[src/rtl/timer_counter_if.sv]
// CPU data-port view of the timer: M-stage address/store data in, same-cycle
// read data, register hit and interrupt request out.
interface timer_counter_if;
  logic [31:0] addr;
  logic [31:0] wdata;
  logic [3:0]  byteen;
  logic [31:0] rdata;
  logic        hit;
  logic        irq;

  modport master (output addr, output wdata, output byteen,
                  input rdata, input hit, input irq);
  modport slave  (input addr, input wdata, input byteen,
                  output rdata, output hit, output irq);
endinterface

[src/rtl/timer_counter.sv]
// Memory-mapped programmable down-counter timer with one-shot and auto-reload
// modes; register window CTRL / PRESET / COUNT at BASE_ADDR.
module timer_counter #(
  parameter logic [31:0] BASE_ADDR = 32'h0000_7F00
) (
  input  logic            clk,
  input  logic            reset,
  timer_counter_if.slave  bus
);

  typedef enum logic [1:0] {
    ST_IDLE = 2'd0,
    ST_LOAD = 2'd1,
    ST_CNT  = 2'd2,
    ST_INT  = 2'd3
  } state_e;

  localparam logic [1:0] OFF_CTRL   = 2'd0;
  localparam logic [1:0] OFF_PRESET = 2'd1;
  localparam logic [1:0] OFF_COUNT  = 2'd2;

  state_e      state_q, state_d;
  logic [3:0]  ctrl_q, ctrl_d;
  logic [31:0] preset_q, preset_d;
  logic [31:0] count_q, count_d;
  logic        irq_flag_q, irq_flag_d;
  logic        irq_q, irq_d;

  logic        hit_s;
  logic        wr_ctrl_s;
  logic        wr_preset_s;
  logic [31:0] rdata_s;
  logic [31:0] ctrl_wr_s;
  logic [3:0]  ctrl_fsm_s;
  logic        irq_flag_fsm_s;
  logic        unused_addr_s;

  function automatic logic [31:0] merge_bytes(input logic [31:0] old_val,
                                              input logic [31:0] new_val,
                                              input logic [3:0]  be);
    logic [31:0] res;
    res = old_val;
    for (int i = 0; i < 4; i++) begin
      if (be[i]) res[8*i +: 8] = new_val[8*i +: 8];
      else       res[8*i +: 8] = old_val[8*i +: 8];
    end
    return res;
  endfunction

  assign unused_addr_s = ^bus.addr[1:0];

  // Address decode and zero-latency read mux.
  always_comb begin
    hit_s       = (bus.addr[31:4] == BASE_ADDR[31:4]) && (bus.addr[3:2] != 2'd3);
    wr_ctrl_s   = hit_s && (bus.byteen != 4'b0000) && (bus.addr[3:2] == OFF_CTRL);
    wr_preset_s = hit_s && (bus.byteen != 4'b0000) && (bus.addr[3:2] == OFF_PRESET);
    rdata_s     = 32'h0000_0000;
    if (hit_s) begin
      case (bus.addr[3:2])
        OFF_CTRL:   rdata_s = {28'd0, ctrl_q};
        OFF_PRESET: rdata_s = preset_q;
        OFF_COUNT:  rdata_s = count_q;
        default:    rdata_s = 32'h0000_0000;
      endcase
    end else begin
      rdata_s = 32'h0000_0000;
    end
  end

  // Timer FSM next state, then CPU writes layered on top (they win).
  always_comb begin
    state_d        = state_q;
    count_d        = count_q;
    ctrl_fsm_s     = ctrl_q;
    irq_flag_fsm_s = irq_flag_q;
    ctrl_wr_s      = merge_bytes({28'd0, ctrl_q}, bus.wdata, bus.byteen);
    case (state_q)
      ST_IDLE: begin
        if (ctrl_q[0]) state_d = ST_LOAD;
        else           state_d = ST_IDLE;
      end
      ST_LOAD: begin
        count_d = preset_q;
        state_d = ST_CNT;
      end
      ST_CNT: begin
        if (!ctrl_q[0]) begin
          state_d = ST_IDLE;
        end else if (count_q == 32'd0) begin
          state_d        = ST_INT;
          irq_flag_fsm_s = 1'b1;
        end else begin
          count_d = count_q - 32'd1;
        end
      end
      ST_INT: begin
        // Only mode 01 reloads; 10/11 fall back to one-shot.
        if (ctrl_q[2:1] == 2'b01) begin
          irq_flag_fsm_s = 1'b0;
          state_d        = ST_LOAD;
        end else begin
          ctrl_fsm_s[0] = 1'b0;
          state_d       = ST_IDLE;
        end
      end
      default: state_d = ST_IDLE;
    endcase

    ctrl_d     = wr_ctrl_s ? ctrl_wr_s[3:0] : ctrl_fsm_s;
    preset_d   = wr_preset_s ? merge_bytes(preset_q, bus.wdata, bus.byteen) : preset_q;
    irq_flag_d = (wr_ctrl_s || wr_preset_s) ? 1'b0 : irq_flag_fsm_s;
    irq_d      = irq_flag_d & ctrl_d[3];
  end

  // State and register file.
  always_ff @(posedge clk or negedge reset) begin
    if (!reset) begin
      state_q    <= ST_IDLE;
      ctrl_q     <= 4'd0;
      preset_q   <= 32'd0;
      count_q    <= 32'd0;
      irq_flag_q <= 1'b0;
      irq_q      <= 1'b0;
    end else begin
      state_q    <= state_d;
      ctrl_q     <= ctrl_d;
      preset_q   <= preset_d;
      count_q    <= count_d;
      irq_flag_q <= irq_flag_d;
      irq_q      <= irq_d;
    end
  end

  assign bus.rdata = rdata_s;
  assign bus.hit   = hit_s;
  assign bus.irq   = irq_q;

endmodule

[src/flat_wrapper.sv]
// flat-port wrapper written by rule: the top's interface ports become plain ports
module timer_counter_flat 
#(
  parameter logic [31:0] BASE_ADDR = 32'h0000_7F00
)
  (clk, reset, bus_addr, bus_wdata, bus_byteen, bus_rdata, bus_hit, bus_irq);
  timer_counter_if bus_i ();
  input  logic clk;
  input  logic reset;
  input wire logic [$bits(bus_i.addr)-1:0] bus_addr;
  input wire logic [$bits(bus_i.wdata)-1:0] bus_wdata;
  input wire logic [$bits(bus_i.byteen)-1:0] bus_byteen;
  output wire logic [$bits(bus_i.rdata)-1:0] bus_rdata;
  output wire logic [$bits(bus_i.hit)-1:0] bus_hit;
  output wire logic [$bits(bus_i.irq)-1:0] bus_irq;
  assign bus_i.addr = bus_addr;
  assign bus_i.wdata = bus_wdata;
  assign bus_i.byteen = bus_byteen;
  assign bus_rdata = bus_i.rdata;
  assign bus_hit = bus_i.hit;
  assign bus_irq = bus_i.irq;
  timer_counter #(.BASE_ADDR(BASE_ADDR)) u_core (.clk(clk), .reset(reset), .bus(bus_i));
endmodule
[config.mk]
export PLATFORM = sky130hd
export DESIGN_NAME = timer_counter_flat
export DESIGN_NICKNAME = d
export VERILOG_FILES = /design/src/rtl/timer_counter_if.sv /design/src/rtl/timer_counter.sv /design/src/flat_wrapper.sv
export SDC_FILE = /design/constraint.sdc
export NUM_CORES = 1
export LEC_CHECK = 0
export CORE_MARGIN = 2
export CORE_UTILIZATION = 41
export DETAILED_ROUTE_END_ITERATION = 12
export PLACE_DENSITY = 0.68
export SLEW_MARGIN = 20
export SYNTH_ARGS = -nofsm -noshare
export SYNTH_HDL_FRONTEND = slang
export SYNTH_SLANG_ARGS = --single-unit
[constraint.sdc]
create_clock -name clk -period 6.82 [get_ports clk]
set_input_delay 0.682 -clock clk [delete_from_list [all_inputs] [get_ports clk]]
set_output_delay 0.682 -clock clk [all_outputs]
set_load 0.02 [all_outputs]
======== After elaboration in Yosys (flattened, before gate mapping) ========
Index checks and enable logic that the tools add are counted.
operators by class
  add/sub/neg operators ................... 1
  multiplexer cells ....................... 19
  reduce and logical (&&, ||, !) cells .... 18
  bitwise logic cells ..................... 1
  eq/ne operators ......................... 13
operator list
  kind                                                count
  2-to-1 mux 32 bit                                   3
  case mux 32 bit (3 select lines)                    1
  case mux 32 bit (2 select lines)                    1
  zero test 32 bit                                    1
  subtractor 32 x 1 -> 32 bit, second input constant  1
  == test 28 x 11 -> 1 bit, second input constant     1
  AND reduction 2 bit                                 5
  2-to-1 mux 1 bit                                    8
  2-to-1 mux 4 bit                                    2
  case mux 2 bit (4 select lines)                     1
  == test 2 x 1 -> 1 bit, second input constant       3
  == test 2 bit, second input constant                3
  != test 2 bit, second input constant                3
  AND reduction 3 bit                                 2
  logical AND 1 bit                                   4
  zero test 2 bit                                     2
  2-to-1 mux 2 bit                                    2
  != test 2 x 1 -> 1 bit, second input constant       2
  nonzero test 2 bit                                  2
  nonzero test 4 bit                                  1
  != test 3 bit, second input constant                1
  case mux 1 bit (2 select lines)                     1
  bitwise AND 1 bit                                   1
  logical OR 1 bit                                    1
word-level totals
  bits of input ports ..................... 70
  output and inout port bits .............. 34
  register bits after elaboration ......... 72

======== Depth between registers and ports, before layout ========
  depth in word-level cells ............... 7
  gate-level depth with buffers ........... 9
  gate-level depth less buffers ........... 8

======== Worst setup path after synthesis ========
OpenSTA, ideal clock, no wires.
  kind .................................... input -> output
  from .................................... input bus_addr[5]
  to ...................................... output bus_rdata[10]
  data arrival time ....................... 2.369 ns
  setup slack ............................. 3.769 ns
  stages on the path ...................... 5
  required time ........................... 6.138 ns
  path through ............................ or4b_1 or4_1 buf_6 clkbuf_1 nor2_1
between the ends
  word-level cells in the longest chain between the ends .. 3
ends and longest elaborated chain
  element                   RTL line             source
  from (decl)               flat_wrapper.sv:10   input wire logic [$bits(bus_i.addr)-1:0] bus_addr;
  == test 28 x 11 -> 1 bit  timer_counter.sv:54  hit_s = (bus.addr[31:4] == BASE_ADDR[31:4]) && (bus.addr[3:2] != 2'd3);
  logical AND 1 bit         timer_counter.sv:54
  2-to-1 mux 32 bit         timer_counter.sv:58  if (hit_s) begin
  to (decl)                 flat_wrapper.sv:13   output wire logic [$bits(bus_i.rdata)-1:0] bus_rdata;
Every way passes these cells.

======== Final worst setup path ========
  from .................................... input bus_addr[5]
  to ...................................... output bus_rdata[5]
Same word-level chain as after synthesis.

==> metrics.txt <==
Post-Synthesis Cells 474; FMAX 258 MHz; share of cells above drive strength 1 0.112; net count after synthesis 549; TNS Setup 0 ps; gr usage total 0.218; DR DRC count 0; Yosys Warn Count 0; vias in the first global route 3979; GR Overflow Total 0; most common flop cell mapped by yosys dfrtp_1; WHS 521 ps; post-CTS setup buffer count 0; status completed; Core Util, Final 0.551; Ant. Diodes 0; vias per cell 5.80; WP data arrival 3190 ps; Setup crit start kind input port; core area 0.0103 mm^2; LEAKAGE 2.32 nW; Routed Antenna Nets 0; fin crit share 0.568; Post-Place Worst Slack 2930 ps; Via Count 4048; Setup crit end kind primary output; post-CTS resize count 0; DRT Pass-1 Iters 5; later-pin clock latency in the skew report 360 ps; Net count, final 632; clk_skew 15.8 ps; Reg area 0.00180 mm^2; clock tree buffer depth 2; PortBufs 101; CTS tree yes; number of distinct library cells after synthesis 55; final wirelength 12100 um; crit path max fanout 36; first-pass GRT wire length 19900 um; Post-CTS Hold Buffers 0; sequential-to-total area share from yosys stat 0.413; most used cell, CP clkdlybuf4s50_1; Hold Path Class reg2reg; RSZ-0062 raised after global routing false; ys async rst share 1.00; PwrDens 161 mW/mm^2; placer congestion estimate 0.875; die width 107 um; Slew Viols, Final 0; Rel. slew slack 0.271; row count 37; clk sinks 72; CTS Buf Count 9; Initial DRC Count 259; # IOs 104; multi-input logic area 0.00236 mm^2; critical path class in2out; max incr delay on CP 620 ps; final setup fails 0; Detailed Place HPWL 8380 um; Tmin final 3870 ps; Max Cap Violations 0; measured slew at the worst slew-check pin 1090 ps; CP cell instances clkdlybuf4s50_1 > or4b_1 > or4_1 > buf_4 > nor2_1 > clkdlybuf4s50_1; Fillers 943; die area 0.0115 mm^2; Post-synth EDFFs 0; Routed WL per cell 17.4 um; FF+latch count, synth 72; Netlist Area Pre-Place 0.00436 mm^2; Initial Utilization 0.422; largest net degree at the start of global routing 73; Max VDD drop 0.105 mV; Area Growth Syn to Fin 30.4%; H-tree levels 3; flop2flop setup slack 3580 ps; Final WS setup 2950 ps; die height 107 um; initial antenna violation count 0; Fin. Hold Viols 0; Worst Path Required 6140 ps; root buf cell clkbuf_8; Clk pin slew, worst setup/hold paths 80 ps; Syn Area/Cell 9.20 um^2; Max stage delay cell, worst path clkdlybuf4s50_1
-- cell type report --
| type | count | area share |
|---|---|---|
| clock buffers | 11 | 0.0266 |
| repair buffers | 107 | 0.185 |
| inverters | 12 | 0.00792 |
| multi-input cells | 355 | 0.416 |
| clock inverters | 5 | 0.0180 |
| well taps | 136 | 0.0299 |
| flip-flops and latches | 72 | 0.317 |
-- power breakdown --
group | total, W | switching, W | internal (W)
clock | 0.000430 | 0.000168 | 0.000262
combinational | 0.0000611 | 0.0000240 | 0.0000370
sequential | 0.000427 | 0.000000170 | 0.000427
total | 0.000918 | 0.000192 | 0.000726
-- cell families after synthesis --
kind of cell	Yosys count	share of synthesized area
and+or+nand+nor	179	0.215
AOI/OAI and AO/OA	114	0.174
DFF	72	0.413
buffers and inverters	47	0.0459
muxes	43	0.109
xor gates and xnor gates	14	0.0281
adders and majority gates	5	0.0143
-- final timing paths --
check,from,to,cells past startpoint
setup / recovery,bus_addr[5],bus_rdata[5],6
hold / removal,u_core.ctrl_q[3],u_core.ctrl_q[3],1
setup reg to reg,u_core.count_q[20],u_core.count_q[2],6
hold reg to reg,u_core.ctrl_q[3],u_core.ctrl_q[3],1
max in group asynchronous,reset,u_core.state_q[0],2
min in group asynchronous,reset,u_core.preset_q[15],2
-- sequential cells by signal, summed over array words and instances (netlist names) --
register / cells
u_core.count_q: 32
u_core.irq_flag_q: 1
u_core.bus.irq: 1
u_core.ctrl_q: 4
u_core.preset_q: 32
u_core.state_q: 2
-- routing by layer --
| metal | track usage | up-vias | wire length [um] |
|---|---|---|---|
| li1 | - | 1925 | - |
| met1 | 0.283 | 1964 | 5370 |
| met2 | 0.373 | 144 | 5930 |
| met3 | 0.0310 | 15 | 650 |
| met4 | 0.0686 | 0 | 181 |
| met5 | 0 | - | 0 |
-- stage by stage --
| step | cell area (um^2) | power (W) | std cells |
|---|---|---|---|
| after floorplan | 4360 | 0.000446 | 474 |
| after global placement | 5430 | 0.000497 | 682 |
| after detailed placement | 5430 | 0.000497 | 682 |
| after CTS | 5690 | 0.000926 | 698 |
| after global routing | 5690 | 0.000948 | 698 |
| final | 5690 | 0.000918 | 698 |
-- cells in the mapped netlist, drive strengths merged, types with 12 or more instances --
| library cell | count | share of area |
|---|---|---|
| nor4 | 17 | 0.024 |
| mux2 | 34 | 0.089 |
| o22ai | 13 | 0.019 |
| a22oi | 31 | 0.053 |
| nor3 | 22 | 0.026 |
| nor2 | 58 | 0.050 |
| inv | 12 | 0.010 |
| xnor2 | 12 | 0.024 |
| nand2 | 20 | 0.017 |
| a21oi | 26 | 0.030 |
| clkbuf | 27 | 0.023 |
| o21ai | 13 | 0.015 |
| dfrtp | 72 | 0.41 |
-- worst max-delay path, delay by kind of cell --
kind                   cells  cell delay, ps
and+or+nand+nor            3            1220
buffers and inverters      3            1290
-- cell usage in the layout (no fill, tap or decap), types with 4 or more instances in the layout --
cell and count:
a31oi_1 6, o22ai_1 13, o21ai_0 12, nor2b_1 8, a311oi_1 4, nand2_1 20
ha_1 5, and2_1 6, dfrtp_1 72, o311ai_0 5, nand3_1 8, a21oi_1 26
or3_1 10, mux2_2 33, or4_1 5, mux2i_1 9, a211oi_1 4, xnor2_1 12
buf_4 6, nor2_1 58, nand2b_1 4, nand4_1 5, nor4_1 17, a22oi_1 31
clkdlybuf4s50_1 100, clkbuf_8 11, nor3_1 21, inv_1 12
Note: power is estimated with default switching activity, not from simulation.
